[config.mk]
export PLATFORM = sky130hd
export DESIGN_NAME = bus_assign_scheduler
export DESIGN_NICKNAME = d
export VERILOG_FILES = /design/src/rtl/bus_assign_pkg.sv /design/src/rtl/bus_assign_req_check.sv /design/src/rtl/bus_assign_scheduler.sv
export SDC_FILE = /design/constraint.sdc
export NUM_CORES = 1
export LEC_CHECK = 0
export CAP_MARGIN = 0
export CORE_MARGIN = 2
export CORE_UTILIZATION = 40
export CTS_CLUSTER_DIAMETER = 150
export DETAILED_ROUTE_END_ITERATION = 8
export PLACE_DENSITY_LB_ADDON = 0.12
export SKIP_CTS_REPAIR_TIMING = 1
export SLEW_MARGIN = 20
export SYNTH_ARGS = -nofsm -noshare
export SYNTH_HDL_FRONTEND = slang
export SYNTH_SLANG_ARGS = --single-unit
export TNS_END_PERCENT = 20
[constraint.sdc]
create_clock -name clk -period 3.1 [get_ports clk]
set_input_delay 0.93 -clock clk [delete_from_list [all_inputs] [get_ports clk]]
set_output_delay 0.93 -clock clk [all_outputs]
set_load 0.01 [all_outputs]
[src/rtl/bus_assign_pkg.sv]
// Shared types and helpers for the bus-assign scheduler slice.
package bus_assign_pkg;

  typedef enum logic [1:0] {
    IDLE,
    COPY,
    DONE
  } state_e;

  // Slice-index width for a bus of the given width, never below one bit.
  function automatic int unsigned idx_width(input int unsigned width);
    return (width <= 2) ? 1 : $clog2(width);
  endfunction

endpackage

[src/rtl/bus_assign_req_check.sv]
// Combinational validator for an assign request's sink and source slices.
module bus_assign_req_check
  import bus_assign_pkg::*;
#(
  parameter int unsigned WIDTH = 4,
  parameter int unsigned IW    = idx_width(WIDTH)
) (
  input  logic [IW-1:0] dst_msb,
  input  logic [IW-1:0] dst_lsb,
  input  logic [IW-1:0] src_msb,
  input  logic [IW-1:0] src_lsb,
  output logic          range_err,
  output logic          step_err
);

  localparam logic [IW:0] LIMIT = (IW+1)'(WIDTH);

  logic [IW:0] dm, dl, sm, sl;
  logic [IW:0] dst_span, src_span;

  // Range check first; a step mismatch only counts when every index is legal.
  always_comb begin
    dm        = {1'b0, dst_msb};
    dl        = {1'b0, dst_lsb};
    sm        = {1'b0, src_msb};
    sl        = {1'b0, src_lsb};
    range_err = (dm >= LIMIT) || (dl >= LIMIT) || (sm >= LIMIT) || (sl >= LIMIT) ||
                (dm < dl) || (sm < sl);
    dst_span  = dm - dl;
    src_span  = sm - sl;
    step_err  = !range_err && (dst_span != src_span);
  end

endmodule

[src/rtl/bus_assign_scheduler.sv]
// Copies a source-bus slice into a registered sink bus one bit per cycle.
module bus_assign_scheduler
  import bus_assign_pkg::*;
#(
  parameter int unsigned WIDTH = 4,
  parameter int unsigned IW    = idx_width(WIDTH)
) (
  input  logic             clk,
  input  logic             rst,
  input  logic             req_valid,
  output logic             req_ready,
  input  logic [IW-1:0]    req_dst_msb,
  input  logic [IW-1:0]    req_dst_lsb,
  input  logic [IW-1:0]    req_src_msb,
  input  logic [IW-1:0]    req_src_lsb,
  input  logic             clear,
  input  logic [WIDTH-1:0] source_bus,
  output logic [WIDTH-1:0] sink_bus,
  output logic [WIDTH-1:0] driven_mask,
  output logic             busy,
  output logic             done,
  output logic             conflict,
  output logic             err_step,
  output logic             err_range
);

  state_e           state_q, state_d;
  logic [IW-1:0]    dst_msb_q, dst_msb_d, dst_lsb_q, dst_lsb_d;
  logic [IW-1:0]    src_msb_q, src_msb_d, src_lsb_q, src_lsb_d;
  logic [IW:0]      k_q, k_d;
  logic [WIDTH-1:0] sink_q, sink_d, mask_q, mask_d;
  logic             conflict_q, conflict_d;
  logic             done_q, done_d;
  logic             err_step_q, err_step_d;
  logic             err_range_q, err_range_d;

  logic             range_err, step_err;
  logic [IW:0]      wr_idx, rd_idx;
  logic             src_bit, last;

  bus_assign_req_check #(
    .WIDTH (WIDTH),
    .IW    (IW)
  ) u_req_check (
    .dst_msb   (req_dst_msb),
    .dst_lsb   (req_dst_lsb),
    .src_msb   (req_src_msb),
    .src_lsb   (req_src_lsb),
    .range_err (range_err),
    .step_err  (step_err)
  );

  // Next-state, copy datapath and pulse generation; clear overrides every state.
  always_comb begin
    state_d     = state_q;
    dst_msb_d   = dst_msb_q;
    dst_lsb_d   = dst_lsb_q;
    src_msb_d   = src_msb_q;
    src_lsb_d   = src_lsb_q;
    k_d         = k_q;
    sink_d      = sink_q;
    mask_d      = mask_q;
    conflict_d  = conflict_q;
    done_d      = 1'b0;
    err_step_d  = 1'b0;
    err_range_d = 1'b0;
    req_ready   = (state_q == IDLE) && !clear;

    wr_idx  = {1'b0, dst_lsb_q} + k_q;
    rd_idx  = {1'b0, src_lsb_q} + k_q;
    // Both slices have equal span, so they end on the same cycle.
    last    = (wr_idx == {1'b0, dst_msb_q}) || (rd_idx == {1'b0, src_msb_q});
    src_bit = 1'b0;
    for (int unsigned j = 0; j < WIDTH; j++) begin
      if (rd_idx == (IW+1)'(j)) src_bit = source_bus[j];
    end

    if (clear) begin
      state_d    = IDLE;
      sink_d     = '0;
      mask_d     = '0;
      conflict_d = 1'b0;
    end else begin
      case (state_q)
        IDLE: begin
          if (req_valid) begin
            dst_msb_d = req_dst_msb;
            dst_lsb_d = req_dst_lsb;
            src_msb_d = req_src_msb;
            src_lsb_d = req_src_lsb;
            if (range_err) begin
              err_range_d = 1'b1;
            end else if (step_err) begin
              err_step_d = 1'b1;
            end else begin
              state_d = COPY;
              k_d     = '0;
            end
          end
        end
        COPY: begin
          for (int unsigned i = 0; i < WIDTH; i++) begin
            if (wr_idx == (IW+1)'(i)) begin
              if (mask_q[i]) conflict_d = 1'b1;
              sink_d[i] = src_bit;
              mask_d[i] = 1'b1;
            end
          end
          k_d = k_q + 1'b1;
          if (last) begin
            state_d = DONE;
            done_d  = 1'b1;
          end
        end
        DONE:    state_d = IDLE;
        default: state_d = IDLE;
      endcase
    end
  end

  // State and datapath registers with synchronous reset.
  always_ff @(posedge clk) begin
    if (rst) begin
      state_q     <= IDLE;
      dst_msb_q   <= '0;
      dst_lsb_q   <= '0;
      src_msb_q   <= '0;
      src_lsb_q   <= '0;
      k_q         <= '0;
      sink_q      <= '0;
      mask_q      <= '0;
      conflict_q  <= 1'b0;
      done_q      <= 1'b0;
      err_step_q  <= 1'b0;
      err_range_q <= 1'b0;
    end else begin
      state_q     <= state_d;
      dst_msb_q   <= dst_msb_d;
      dst_lsb_q   <= dst_lsb_d;
      src_msb_q   <= src_msb_d;
      src_lsb_q   <= src_lsb_d;
      k_q         <= k_d;
      sink_q      <= sink_d;
      mask_q      <= mask_d;
      conflict_q  <= conflict_d;
      done_q      <= done_d;
      err_step_q  <= err_step_d;
      err_range_q <= err_range_d;
    end
  end

  assign sink_bus    = sink_q;
  assign driven_mask = mask_q;
  assign busy        = (state_q != IDLE);
  assign done        = done_q;
  assign conflict    = conflict_q;
  assign err_step    = err_step_q;
  assign err_range   = err_range_q;

endmodule
# Word-level counts from Yosys, hierarchy flattened
# Cells that the tools add are included.
# op_classes
n_lt_le_gt_ge,2
eq_ne,14
n_reduce_logical,22
addsub,5
muxes,24
bitwise_logic,4
# ops
operator,n
two-way mux 1 bit,15
"== test 3 x 2 -> 1 bit, second input constant",4
two-way mux 3 bit,3
two-way mux 2 bit,4
"!= test 2 bit, second input constant",4
AND reduction 2 bit,4
adder 2 x 3 -> 3 bit,2
"== test 3 x 1 -> 1 bit, second input constant",2
== test 3 x 2 -> 1 bit,2
logical NOT 3 bit,2
one-hot mux 3 bit (2 select lines),1
subtractor 2 x 2 -> 3 bit,2
AND reduction 5 bit,1
OR reduction 5 bit,1
< comparator 2 bit,2
inverter 1 bit,4
one-hot mux 2 bit (2 select lines),1
AND reduction 4 bit,1
nonzero test 2 bit,2
OR reduction 4 bit,1
"adder 3 x 1 -> 3 bit, second input constant",1
!= test 3 bit,1
AND reduction 3 bit,1
OR reduction 3 bit,1
other kinds (6),9
# word_totals
in_bits,16
output_inout_bits,14
regBits,25
wordCells,89

# Longest topological paths before layout
# Gate-level depths: netlist of run 1.
# depth
ltp_word,9
ltp_mapped,8
depth_no_buf,8

# Modules after synthesis
# A second synthesis of run 1 with hierarchy kept.
# unflattened
hier_cells,134
area_unflattened_um2,1253.7
# by_module_without_submodules
module,seq_area_each_um2,instances,area_per_inst_um2,cells_each
bus_assign_scheduler,500.5,1,1123.6,119
bus_assign_req_check,0.0,1,130.1,15

# Worst setup path before layout of run 1
# Ideal clock, no wire load.
# synth_path
kind,input -> register
from,in req_dst_msb[0]
to,reg k_q[0]
slack_ns,0.510
required_time_ns,2.983
path_stages,8
setup_time_ns,0.117
path_buffers,0
t_arrival_ns,2.472
path_cell_list,inv_1 -> ha_1 -> inv_1 -> fa_1 -> ha_1 -> nor3_2 -> a41oi_2 -> a32o_1
# synth_between
elab_chain_len,6
elab_cells_between_ends,9
classes_between,add/sub: 1; order compare: 1; eq/ne: 3; reduce/logical: 4
# synth_lines
item,line,text
from (decl),bus_assign_scheduler.sv:12,"input logic [IW-1:0] req_dst_msb,"
"parallel branches: the longest is 5 deep, another holds subtractor 2 x 2 -> 3 bit",n/a,
AND reduction 5 bit (no source line) *,n/a,
to (signal assigned),bus_assign_scheduler.sv:142,k_q <= k_d;
to (decl),bus_assign_scheduler.sv:30,"logic [IW:0] k_q, k_d;"
# Every way passes the cells marked *.
# A chain may end at the register's enable or synchronous reset.

# Worst setup path after layout of run 1
# layout_path
from,in req_src_lsb[0]
to,reg k_q[0]
# layout_between
elab_chain_len,6
elab_cells_between_ends,9
classes_between,add/sub: 1; order compare: 1; eq/ne: 3; reduce/logical: 4
# layout_lines
item,line,text
from (decl),bus_assign_scheduler.sv:15,"input logic [IW-1:0] req_src_lsb,"
"parallel branches: the longest is 5 deep, another holds subtractor 2 x 2 -> 3 bit",n/a,
AND reduction 5 bit (no source line) *,n/a,
# Marked as above.

==> summary.txt, run 1 <==
Clock tree
  • Num CTS Buffers: 3
  • Clock H-tree levels: 1
  • Clock slew at reported path FFs: 0.14 ns
  • Root buf cell: clkbuf_4
  • CTS tree: done
  • Clk sinks: 25
  • Skew-Pair Late Insertion Delay: 0.32 ns
  • CTS Buffer Depth: 2

GRT
  • First-pass GRT wire length: 4450 um
  • GRT Overall Usage: 15.8%
  • Vias in the first global route: 989
  • Pin count of the biggest net entering global routing: 16
  • Initial antenna violation count: 0
  • GRT Residual Overflow: 0

Logic synthesis
  • Post-Syn Area per Cell: 9.49 um^2
  • Primary FF master, synth: dfxtp_1
  • FFs w/ async S/R, synth: 0%
  • Synth top area share: 38.0%
  • Most area-consuming cells after synthesis: dfxtp_1 (38%), fa_1 (6.1%), nor2_1 (6.0%), ha_1 (5.7%), nand2_1 (5.7%)
  • Register area share after synthesis: 38.0%
  • Synth area leader: dfxtp_1
  • Cells after synthesis: 139
  • Synthesized flop and latch total: 25
  • Net Count, Synth: 165
  • Synth warn: 0
  • EDFF count, synth: 0
  • Synthesized area: 0.00132 mm^2
  • Synth cell types: 33

Finish
  • Antenna diode count: 0
  • Area grow syn2layout: 29.6%
  • Fillers: 315
  • Area occupied by registers: 500 um^2
  • Most frequent cells in the layout: clkdlybuf4s50_1 (28), dfxtp_1 (25), nor2_1 (21), nand2_1 (20)
  • Share of cells above drive strength 1: 12.8%
  • Post-layout util: 55.1%
  • Multi-input gate area: 767 um^2
  • Fin nets: 199
  • Commonest non-fill, non-tap cell in the layout: clkdlybuf4s50_1
  • Non-filler cells, final: 216

Timing
  • Max Slew Vio Count: 0
  • Slew margin rel.: 63.0%
  • RSZ-0062 raised after global routing: false
  • Minimum clock period: 2.83 ns
  • Least-Margin Pin Slew: 0.556 ns
  • Final Skew: 0.00927 ns
  • FMAX: 0.354 GHz
  • Setup ws final: 0.271 ns
  • Fin. Hold Viols: 0
  • Final Setup Violations: 0
  • Period utilization: 91.3%

Placement
  • Pre-CTS WS: -0.105 ns
  • Gp weighted congestion: 0.784
  • Dpl cells: 212
  • Dpl hpwl: 2210 um
  • Input/output buffers: 29

Drt
  • Initial DRC Count: 46
  • DRC violations left: 0
  • Pre-antenna DRT Iters: 4
  • Vias: 1034
  • Total detailed-routing wirelength: 2660 um
  • Wire length per cell: 12.3 um
  • Routed Antenna Nets: 0
  • DR vias/cell: 4.79

Worst setup path
  • Critical Path End Type: flip-flop
  • WP data arrival: 3.06 ns
  • Crit path max fanout: 3
  • Startpoint types: input port
  • Crit path kind: in2reg
  • WP data required: 3.33 ns

Floorplanning
  • Die Area: 0.00377 mm^2
  • FP Rows: 20
  • Die W: 61.4 um
  • Number of primary I/O pins: 30
  • Core area: 0.00310 mm^2
  • Initial core utilization: 42.5%
  • Die H: 61.4 um

Flow run
  • Max-Cap Viols: 0

Power
  • Pwr per Cell Area: 336 mW/mm^2
  • Maximum vdd drop: 0.171 mV
  • Design Power: 574 uW
  • Lkg Pwr: 0.000658 uW

Run status
  • Status: completed

Min path
  • Worst hold path type: reg2reg
[cells by family (layout without fill, tap and decap cells)]
| group | count (synthesis) | in the layout | synth area share, % |
|---|---|---|---|
| adders and majority gates | 10 | 10 | 11.8 |
| muxes | 7 | 7 | 7.21 |
| xor gates and xnor gates | 8 | 8 | 5.88 |
| DFF | 25 | 25 | 38.0 |
| buffers and inverters | 13 | 46 | 3.89 |
| and+or+nand+nor | 59 | 59 | 23.8 |
| AOI/OAI and AO/OA | 17 | 17 | 9.49 |
[synthesized netlist by cell type, types with 3 or more instances]
cell and number:
dfxtp_1 25, nor2_1 21, nand2_1 20, a21oi_1 9, inv_1 9, ha_1 6
mux2i_1 5, fa_1 4, xor2_1 4, xnor2_1 3
[metrics by stage]
stage               setup TNS [ns]  instance area (um^2)  hold WS (ns)
CTS                              0                  1710         0.483
floorplan                        0                  1320         0.441
global route                     0                  1710         0.498
global placement           -0.0219                  1680         0.460
detailed placement          -0.135                  1680         0.464
finish                           0                  1710         0.479
[power by group]
| part | switching [uW] | internal [uW] | leakage, uW |
|---|---|---|---|
| clock network | 97.8 | 49.2 | 0.0000139 |
| logic | 46.4 | 49.1 | 0.000442 |
| registers | 4.00 | 327 | 0.000202 |
[worst paths after layout]
path	startpoint	end	slack (ns)	depth (start not counted)
setup / recovery	req_src_lsb[0]	k_q[0]	0.27	8
hold reg to reg	dst_lsb_q[0]	dst_lsb_q[0]	0.48	2
hold / removal	dst_lsb_q[0]	dst_lsb_q[0]	0.48	2
setup reg to reg	k_q[0]	sink_bus[0]	1.03	5
[cell type report]
| type | count | share of cell area (%) |
|---|---|---|
| clock buffer | 3 | 1.32 |
| clock inverter | 1 | 0.439 |
| inverter | 9 | 1.98 |
| sequential | 25 | 29.3 |
| tap | 44 | 3.22 |
| multi-input combinational | 101 | 44.9 |
| timing repair buffer | 33 | 18.9 |
[worst max-delay path, cell delays in order]
cell	delay, ns
clkdlybuf4s50_1	0.49
ha_1	0.14
inv_1	0.05
fa_1	0.38
ha_1	0.30
nor3_2	0.27
a41oi_2	0.19
a32o_1	0.30
[sequential cells by signal, indices dropped and copies added, names as in the netlist]
register / flops
driven_mask: 4
sink_bus: 4
k_q: 3
dst_lsb_q: 2
dst_msb_q: 2
src_lsb_q: 2
src_msb_q: 2
state_q: 2
conflict: 1
done: 1
err_range: 1
err_step: 1
[per-layer routing]
| layer | GRT usage, % | wire, um | up-vias |
|---|---|---|---|
| met2 | 25.7 | 1250 | 19 |
| met3 | 3.57 | 113 | 2 |
| met4 | 3.65 | 10 | 0 |
| met1 | 21.6 | 1280 | 480 |
| li1 | - | - | 533 |
| met5 | 0 | 0 | - |
No activity file was read; power rests on OpenSTA's default activity.
==> inputs of run 2 (changes only) <==
--- a/config.mk
+++ b/config.mk
@@ -6,7 +6,7 @@
 export NUM_CORES = 1
 export LEC_CHECK = 0
 export CAP_MARGIN = 0
-export CORE_MARGIN = 2
+export CORE_MARGIN = 3
 export CORE_UTILIZATION = 40
 export CTS_CLUSTER_DIAMETER = 150
 export DETAILED_ROUTE_END_ITERATION = 8
==> constraint.sdc (replaced) <==
create_clock -name clk -period 2.7 [get_ports clk]
set_input_delay 0.81 -clock clk [delete_from_list [all_inputs] [get_ports clk]]
set_output_delay 0.81 -clock clk [all_outputs]
set_load 0.01 [all_outputs]
==> run 2 against run 1 <==
Effect of this change:
- first-iteration DRC count shrank 48%
- clock skew shrank 0.0066 ns
- die area grew 6.6%
- critical path depth grew 1
- critical endpoint unchanged
==> summary.txt, run 2 (synthesized netlist as in run 1, its figures left out) <==
Floorplanning
  • Die W: 63.4 um
  • Core area: 0.00310 mm^2
  • FP Rows: 20
  • Initial core utilization: 42.5%
  • Number of primary I/O pins: 30
  • Die Area: 0.00402 mm^2
  • Die H: 63.4 um

Timing
  • FMAX: 0.371 GHz
  • RSZ-0062 raised after global routing: true
  • Fin. Hold Viols: 0
  • Max Slew Vio Count: 0
  • Minimum clock period: 2.70 ns
  • Period utilization: 99.9%
  • Setup ws final: 0.00390 ns
  • Slew margin rel.: 64.7%
  • Least-Margin Pin Slew: 0.530 ns
  • Final Setup Violations: 0
  • Final Skew: 0.00271 ns
  • Hold_ws: 0.476 ns

Finish
  • Commonest non-fill, non-tap cell in the layout: clkdlybuf4s50_1
  • Antenna diode count: 0
  • Most frequent cells in the layout: clkdlybuf4s50_1 (28), dfxtp_1 (25), nor2_1 (21), nand2_1 (20)
  • Fin nets: 199
  • Area grow syn2layout: 29.8%
  • Share of cells above drive strength 1: 13.4%

Clock tree
  • Clock slew at reported path FFs: 0.13 ns
  • Clock H-tree levels: 1
  • CTS Buffer Depth: 2
  • Clk sinks: 25
  • Root buf cell: clkbuf_4
  • CTS tree: done
  • Skew-Pair Late Insertion Delay: 0.32 ns
  • Num CTS Buffers: 3

GRT
  • First-pass GRT wire length: 4510 um
  • Pin count of the biggest net entering global routing: 15
  • GRT Residual Overflow: 0
  • GRT Overall Usage: 14.2%
  • Initial antenna violation count: 0
  • Vias in the first global route: 1043

Run status
  • Status: completed

Drt
  • DRC violations left: 0
  • Routed Antenna Nets: 0
  • Initial DRC Count: 24
  • Pre-antenna DRT Iters: 4
  • Vias: 1048
  • Total detailed-routing wirelength: 2600 um
  • Wire length per cell: 12.0 um
  • DR vias/cell: 4.85

Worst setup path
  • Crit path max-delay cell type: clkdlybuf4s50_1
  • Setup crit end: k_q[0]
  • Crit path max fanout: 3
  • Reg-to-reg critical path startpoint: k_q[0]
  • CP startpoint: req_dst_msb[0]
  • Critical Path End Type: flip-flop
  • Buf/Inv on CP: 3
  • Crit path kind: in2reg
  • Slowest stage delay, CP: 0.43 ns
  • WP data arrival: 2.93 ns
  • CP Cell Sequence: clkdlybuf4s50_1, inv_1, ha_1, inv_1, fa_1, ha_1, nor3_2, a41oi_2, a32o_1
  • WP data required: 2.93 ns
  • Startpoint types: input port
  • Register-to-Register Path Depth: 5
  • Number of cells on the critical path: 9
  • Worst R2R Setup Slack: 0.65 ns
  • Reg2reg end: done
  • Cell class contributing the biggest share of worst-path delay: adder cells

Power
  • Pwr per Cell Area: 384 mW/mm^2
  • P_sw: 170 uW
  • Design Power: 658 uW
  • Maximum vdd drop: 0.243 mV
  • Internal Power: 488 uW
  • Flop pwr share: 57.7%
  • Clock power frac: 25.6%
  • Net Sw Frac: 25.9%
  • Lkg Pwr: 0.000665 uW
  • Gate power share: 16.6%

Placement
  • Input/output buffers: 29
  • Pre-CTS WS: -0.365 ns
  • Dpl hpwl: 2110 um
  • Gp weighted congestion: 0.742

Min path
  • Hold Path Depth: 2
  • Worst hold path type: reg2reg

Flow run
  • Max-Cap Viols: 0
[run 2: how the worst min path moves through the flow]
stage	startpoint	endpoint	slack (ns)
after CTS	dst_lsb_q[0]	dst_lsb_q[0]	0.48
after global routing	src_lsb_q[0]	src_lsb_q[0]	0.50
after floorplan	dst_lsb_q[0]	dst_lsb_q[0]	0.44
final	dst_lsb_q[0]	dst_lsb_q[0]	0.48
after global placement	dst_lsb_q[0]	dst_lsb_q[0]	0.46
after detailed placement	dst_lsb_q[0]	dst_lsb_q[0]	0.46
[run 2: power groups by stage]
stage,clock network [uW],logic [uW],registers (uW)
final,169,109,380
after global routing,192,122,381
after CTS,176,111,380
after detailed placement,0,110,388
after global placement,0,108,388
after floorplan,0,63.8,388
[run 2: cell type report]
cell class,count,area [um^2]
flip-flops and latches,25,500
clock inverters,1,5.00
inverters,9,33.8
fillers,313,1390
multi-input cells,101,772
well taps,44,55.1
clock buffers,3,22.5
repair buffers,33,323
[run 2: per-layer routing]
metal | track usage (%) | share of wire [%] | up-vias | routed length (um)
met5 | 0 | 0 | - | 0
met1 | 16.9 | 49 | 492 | 1280
met4 | 7.28 | 2.1 | 0 | 55
met2 | 22.9 | 45 | 18 | 1180
li1 | - | - | 534 | -
met3 | 4.10 | 3.4 | 4 | 89
[run 2: stage by stage]
stage | std cells | util, % | area, um^2 | setup TNS [ns]
finish | 216 | 55.2 | 1710 | 0
CTS | 216 | 54.9 | 1700 | -0.186
global placement | 212 | 54.0 | 1680 | -1.00
global route | 216 | 55.2 | 1710 | -0.100
detailed placement | 212 | 54.0 | 1680 | -1.25
floorplan | 139 | - | 1320 | 0
[run 2: worst register-to-register path, delay by kind of cell (launching register included)]
family / cells / cell delay (ns)
xor+xnor: 1 / 0.20
flops: 1 / 0.46
fa+ha+maj: 2 / 0.72
compound gates: 1 / 0.39
simple gates: 1 / 0.22
